File: src/rtl/alu_pkg.sv
// Shared ALU definitions: operation encoding, result constants, FSM states
// and small helpers that classify an op code.
package alu_pkg;

    localparam int RESULT_W = 16;
    localparam logic [RESULT_W-1:0] ILLEGAL_RESULT = 16'hDEAD;

    // Counter load for the single-cycle ops: they complete on the first EXEC edge.
    localparam logic [3:0] ALU_CNT_LOAD = 4'd0;

    typedef enum logic [2:0] {
        no_op  = 3'd0,
        add_op = 3'd1,
        and_op = 3'd2,
        xor_op = 3'd3,
        mul_op = 3'd4,
        rst_op = 3'd7
    } operation_t;

    typedef enum logic [1:0] {
        IDLE,
        EXEC,
        DONE,
        WAIT_LOW
    } alu_state_t;

    // Ops that start a real computation.
    function automatic logic is_legal_op(input logic [2:0] op);
        return (op == add_op) || (op == and_op) || (op == xor_op) || (op == mul_op);
    endfunction

    // Codes 5 and 6 have no operation assigned.
    function automatic logic is_unused_op(input logic [2:0] op);
        return (op == 3'd5) || (op == 3'd6);
    endfunction

endpackage

File: src/rtl/alu_mul_pipe.sv
// Registered unsigned multiplier, LAT stages deep. valid_out follows
// valid_in by exactly LAT clock edges, alongside the matching product.
module alu_mul_pipe #(
    parameter int DATA_W = 8,
    parameter int LAT    = 3
) (
    input  logic                  clk,
    input  logic                  reset,
    input  logic                  valid_in,
    input  logic [DATA_W-1:0]     a,
    input  logic [DATA_W-1:0]     b,
    output logic                  valid_out,
    output logic [2*DATA_W-1:0]   product
);

    logic [LAT-1:0]      vld_q;
    logic [2*DATA_W-1:0] prod_q [LAT];
    logic [2*DATA_W-1:0] a_ext;
    logic [2*DATA_W-1:0] b_ext;

    assign a_ext = {{DATA_W{1'b0}}, a};
    assign b_ext = {{DATA_W{1'b0}}, b};

    // Valid chain: cleared by reset so an aborted multiply never completes.
    always_ff @(posedge clk or posedge reset) begin
        if (reset) begin
            vld_q <= '0;
        end else begin
            vld_q <= {vld_q[LAT-2:0], valid_in};
        end
    end

    // Product data path.
    // NOTE: data stages carry no reset; only the valid bits decide whether
    // a stage means anything, so resetting the data would add nothing.
    always_ff @(posedge clk) begin
        prod_q[0] <= a_ext * b_ext;
        for (int i = 1; i < LAT; i++) begin
            prod_q[i] <= prod_q[i-1];
        end
    end

    assign valid_out = vld_q[LAT-1];
    assign product   = prod_q[LAT-1];

endmodule

File: src/rtl/alu_core.sv
// Multi-cycle ALU, responder side of the start/done handshake.
// Captures op/A/B on start, computes, and returns the result with a
// one-cycle done pulse. Multiplies go through alu_mul_pipe.
// Optional feature macro: ALU_CORE_ERR_EN adds the err port and turns the
// unused op codes 5/6 into single-cycle ops returning ILLEGAL_RESULT.
module alu_core
    import alu_pkg::*;
#(
    parameter int DATA_W  = 8,
    parameter int MUL_LAT = 3
) (
    input  logic                  clk,
    input  logic                  reset,
    input  logic                  start,
    input  logic [2:0]            op,
    input  logic [DATA_W-1:0]     A,
    input  logic [DATA_W-1:0]     B,
    output logic                  done,
    output logic [2*DATA_W-1:0]   result
`ifdef ALU_CORE_ERR_EN
    ,
    output logic                  err
`endif
);

    alu_state_t          state;
    logic [2:0]          op_q;
    logic [DATA_W-1:0]   a_q;
    logic [DATA_W-1:0]   b_q;
    logic [3:0]          cnt;

    logic                accept;
    logic                mul_launch;
    logic                mul_valid;
    logic [2*DATA_W-1:0] mul_product;
    logic [DATA_W:0]     sum;
    logic [2*DATA_W-1:0] alu_value;
    logic                exec_finish;

`ifdef ALU_CORE_ERR_EN
    assign accept = start && (is_legal_op(op) || is_unused_op(op));
`else
    assign accept = start && is_legal_op(op);
`endif

    // The multiplier samples the live operands on the same edge the core captures them.
    assign mul_launch = (state == IDLE) && start && (op == mul_op);

    alu_mul_pipe #(
        .DATA_W (DATA_W),
        .LAT    (MUL_LAT)
    ) u_mul_pipe (
        .clk       (clk),
        .reset     (reset),
        .valid_in  (mul_launch),
        .a         (A),
        .b         (B),
        .valid_out (mul_valid),
        .product   (mul_product)
    );

    assign sum         = {1'b0, a_q} + {1'b0, b_q};
    assign exec_finish = (op_q == mul_op) ? mul_valid : (cnt == '0);

    // Result selection from the captured operation and operands.
    always_comb begin
        // NOTE: default assignment first so no path leaves alu_value unassigned (no latch).
        alu_value = '0;
        case (op_q)
            add_op:  alu_value = {{(DATA_W-1){1'b0}}, sum};
            and_op:  alu_value = {{DATA_W{1'b0}}, a_q & b_q};
            xor_op:  alu_value = {{DATA_W{1'b0}}, a_q ^ b_q};
            mul_op:  alu_value = mul_product;
            default: alu_value = (2*DATA_W)'(ILLEGAL_RESULT);
        endcase
    end

    // Handshake FSM with registered done/result/err.
    always_ff @(posedge clk or posedge reset) begin
        if (reset) begin
            state  <= IDLE;
            op_q   <= no_op;
            a_q    <= '0;
            b_q    <= '0;
            cnt    <= '0;
            done   <= 1'b0;
            result <= '0;
`ifdef ALU_CORE_ERR_EN
            err    <= 1'b0;
`endif
        end else begin
            // NOTE: non-blocking assignments so every register updates from pre-edge values.
            done <= 1'b0;
`ifdef ALU_CORE_ERR_EN
            err  <= 1'b0;
`endif
            case (state)
                IDLE: begin
                    if (accept) begin
                        op_q  <= op;
                        a_q   <= A;
                        b_q   <= B;
                        cnt   <= ALU_CNT_LOAD;
                        state <= EXEC;
                    end
                end
                EXEC: begin
                    if (exec_finish) begin
                        result <= alu_value;
                        done   <= 1'b1;
`ifdef ALU_CORE_ERR_EN
                        err    <= is_unused_op(op_q);
`endif
                        state  <= DONE;
                    end else if (cnt != '0) begin
                        cnt <= cnt - 4'd1;
                    end
                end
                DONE: begin
                    state <= start ? WAIT_LOW : IDLE;
                end
                WAIT_LOW: begin
                    if (!start) begin
                        state <= IDLE;
                    end
                end
                default: state <= IDLE;
            endcase
        end
    end

endmodule

File: config.mk
export PLATFORM = sky130hd
export DESIGN_NAME = alu_core
export DESIGN_NICKNAME = d
export VERILOG_FILES = /design/src/rtl/alu_pkg.sv /design/src/rtl/alu_mul_pipe.sv /design/src/rtl/alu_core.sv
export SDC_FILE = /design/constraint.sdc
export NUM_CORES = 1
export LEC_CHECK = 0
export ABC_AREA = 1
export CAP_MARGIN = 20
export CORE_MARGIN = 5
export CORE_UTILIZATION = 63
export DETAILED_ROUTE_END_ITERATION = 12
export GPL_ROUTABILITY_DRIVEN = 1
export PLACE_DENSITY = 0.84
export SLEW_MARGIN = 20
export SYNTH_ARGS = -nofsm -noshare
export SYNTH_HDL_FRONTEND = slang
export SYNTH_SLANG_ARGS = --single-unit
File: constraint.sdc
create_clock -name clk -period 3.45 [get_ports clk]
set_input_delay 0.345 -clock clk [delete_from_list [all_inputs] [get_ports clk]]
set_output_delay 0.345 -clock clk [all_outputs]
set_load 0.02 [all_outputs]
==> metrics.cfg <==
[logic_synthesis]
syn_area_sq_mm = 0.005710
synth_edf_count = 0
ys_seq_elements = 93
ys_types = 31
synthFlopType = dfxtp_1
syn_area_per_cell_sq_um = 7.998
synth_fp_nets = 819
ys_seq_area_frac = 0.3655
ys_async_sr_fraction = 0.4839
yosys_warnings = 0
synthCells = 714

[floorplanning]
die-area_sq_mm = 0.01107
initial_utilization = 0.6516
die_h_um = 105.2
io-pin-count = 39
die_x_um = 105.2
fp.coreArea_sq_mm = 0.008763
rows = 34

[sta]
rsz0062_at_grt = true
setup_ws_ns = 0.1317
finalCriticalPeriod_ns = 3.318
skew_ns = 0.01408
max_freq_mhz = 301.4
drv_slew = 0
period_share = 0.9618
tightestPinTransition_ns = 0.6384
final-hold-violation-count = 0
finalSetupViolCount = 0
slew_headroom = 0.5724

[critical_path]
worst_setup_path_end_kind = register
setup.worst_path.class = in -> reg
worstSetupStartpointType = primary input
crit_required_ns = 3.76
path_max_fanout = 7
cp.arrival_ns = 3.63

[power]
p_leak_uw = 0.003897
intPower_uw = 3171
pwr-share-seq = 0.319
pwr-share-clk = 0.127
swShare = 0.4332
p_comb_frac = 0.554
p_sw_uw = 2424
ir_drop_mv = 0.5462
p_total_uw = 5595
p_per_area_mw_per_mm2 = 813.3

[cells_and_area]
fin_cells = 897
final_nets = 889
regArea_sq_mm = 0.002087
fillers = 610
drive_gt1_frac = 0.1711
multi_input_area_sq_mm = 0.003126
antenna_cells = 0
area_growth_pct = 20.46

[global_routing]
overflow = 0
antenna_found_initial = 0
grt_max_degree = 46
grt_pass1_wl_mm = 21.71
grt_pass1_vias = 4764
grt_usage = 0.2390

[detailed_routing]
drt-wirelength-per-cell_um = 14.01
viasPerCell = 5.135
drc = 0
dr_total_vias = 4606
route.antenna.remaining_nets = 0
routed_wl_mm = 12.56
first_pass_iters = 5
dr.first_iter.drc_count = 236

[place]
placed_cells = 879
dp_hpwl_mm = 10.16
dpl_worst_slack_ns = -0.7471
gp_congestion = 0.8980
numPortBuffers = 38

[clocking]
clk_latency_ns = 0.37
cts_tree = built
cts_hold_buf = 0
cts_buffers = 9
clockBufferDepth = 2
clk_pin_slew_ns = 0.10
cts-root-buf = clkbuf_8
cts_num_sinks = 93
h-tree-depth = 3

[job]
cap_viol_max_count = 0

[status]
outcome = finished, final reports clean

[worst_hold_path]
min_path_type = reg -> reg

==> kinds of logic after synthesis <==
| family | synth area share |
|---|---|
| buf+inv | 0.1273 |
| compound gates | 0.06639 |
| fa+ha+maj | 0.2305 |
| flops | 0.3655 |
| simple gates | 0.1935 |
| xor+xnor | 0.01687 |
==> cell type report <==
cell class | instances | area share
repair buffers | 83 | 0.1024
clock buffers | 9 | 0.01801
well taps | 108 | 0.01964
inverters | 166 | 0.09058
clock inverters | 7 | 0.01164
flip-flops and latches | 93 | 0.3034
multi-input cells | 431 | 0.4543
==> worst paths after layout <==
path / startpoint / endpoint / slack, ns / cells past startpoint
min in group asynchronous: reset / result[13]$_DFFE_PP0P_ / 0.43 / 3
max: A[1] / u_mul_pipe.prod_q[0][12]$_DFF_P_ / 0.13 / 19
max reg2reg: a_q[0]$_DFFE_PP0P_ / result[8]$_DFFE_PP0P_ / 1.56 / 9
max in group asynchronous: reset / b_q[1]$_DFFE_PP0P_ / 2.64 / 3
min: u_mul_pipe.prod_q[0][2]$_DFF_P_ / u_mul_pipe.prod_q[0][18]$_DFF_P_ / 0.32 / 0
min reg2reg: u_mul_pipe.prod_q[0][2]$_DFF_P_ / u_mul_pipe.prod_q[0][18]$_DFF_P_ / 0.32 / 0
==> flip-flops by register name, indices dropped and copies added (netlist names) <==
name               count
a_q                    8
b_q                    8
cnt                    4
done                   1
op_q                   3
result                16
state                  2
u_mul_pipe.prod_q     48
u_mul_pipe.vld_q       3
==> per-stage QoR <==
stage / hold slack (ns) / instance area (sq um) / util / setup TNS (ns)
after CTS: 0.3171 / 6783 / 0.7740 / 0
after floorplan: 0.3096 / 5973 / - / -0.01009
final: 0.3163 / 6879 / 0.7850 / 0
after global placement: 0.3105 / 6546 / 0.7470 / -6.172
after global routing: 0.3253 / 6879 / 0.7850 / -0.01006
after detailed placement: 0.3121 / 6546 / 0.7470 / -6.787
==> cells in the mapped netlist, types with 2 or more instances <==
library cell  number  share of area
xnor2_1            4         0.0061
clkbuf_1          20          0.013
xor2_1             7          0.011
nand3_1           35          0.031
inv_1            163           0.11
o21ai_0           30          0.026
dfrtp_1           45           0.20
nand3b_1           3         0.0039
fa_1              37           0.13
nand4_1            4         0.0044
inv_2              3         0.0020
o21ai_1            5         0.0044
ha_1              46           0.10
nor2_1            25          0.016
a21oi_1           19          0.017
nand2_1          194           0.13
nor2_2             3         0.0033
a21boi_1           2         0.0026
a31oi_1            2         0.0022
nand2_2            2         0.0022
dfxtp_1           48           0.17
buf_2              2         0.0018
a22oi_1            7         0.0092
==> power by group through the flow <==
stage	combinational, uW	clock (uW)	sequential [uW]
after detailed placement	2890	0	1810
after global placement	2810	0	1780
after global routing	3480	763	1840
after CTS	2960	715	1790
after floorplan	1920	0	1830
final	3100	709	1790
==> critical path, cell delays in order <==
cell and delay (ns):
buf_4 0.13, buf_6 0.13, nand2_1 0.05, inv_1 0.05
fa_2 0.37, fa_1 0.54, inv_1 0.05, fa_1 0.46
fa_1 0.53, inv_1 0.07, ha_4 0.31, nand2_1 0.07
nor2_2 0.14, nand2_2 0.06, nand3_2 0.08, nand2_2 0.06
nand2_1 0.06, nand2_1 0.05, nand2_1 0.07
==> routing by layer <==
metal,up-vias,wire length [um],GRT usage
met5,-,0,0
met3,37,459,0.02158
met4,0,465,0.09406
li1,2284,-,-
met1,2172,5071,0.2849
met2,113,6566,0.4401
==> layout by cell type, fill, tap and decap left out, drive strengths merged <==
master / Yosys / final
clkbuf: 20 / 13
o211ai: 1 / 1
a21oi: 19 / 19
nand3: 36 / 36
a21boi: 3 / 3
a22oi: 7 / 7
dlymetal6s2s: 0 / 1
ha: 46 / 46
or2: 2 / 2
nand4: 4 / 4
dfxtp: 48 / 48
o21ai: 35 / 35
nand3b: 3 / 3
fa: 37 / 37
dfrtp: 45 / 45
inv: 166 / 167
xnor2: 4 / 4
clkinv: 0 / 5
nand2: 196 / 196
and2: 1 / 1
clkinvlp: 0 / 1
buf: 4 / 54
dlygate4sd2: 0 / 1
xor2: 7 / 7
nor2: 28 / 28
a31oi: 2 / 2
clkdlybuf4s50: 0 / 23
==> timing repair <==
item / CTS / global route
pin swaps: 12 / 24
setup endpoints to repair: 10 / 9
resized for setup: 36 / 77
hold endpoints to repair: 0 / 0
buffers inserted: 1 / 1
Power figures use the tool's default switching activity.
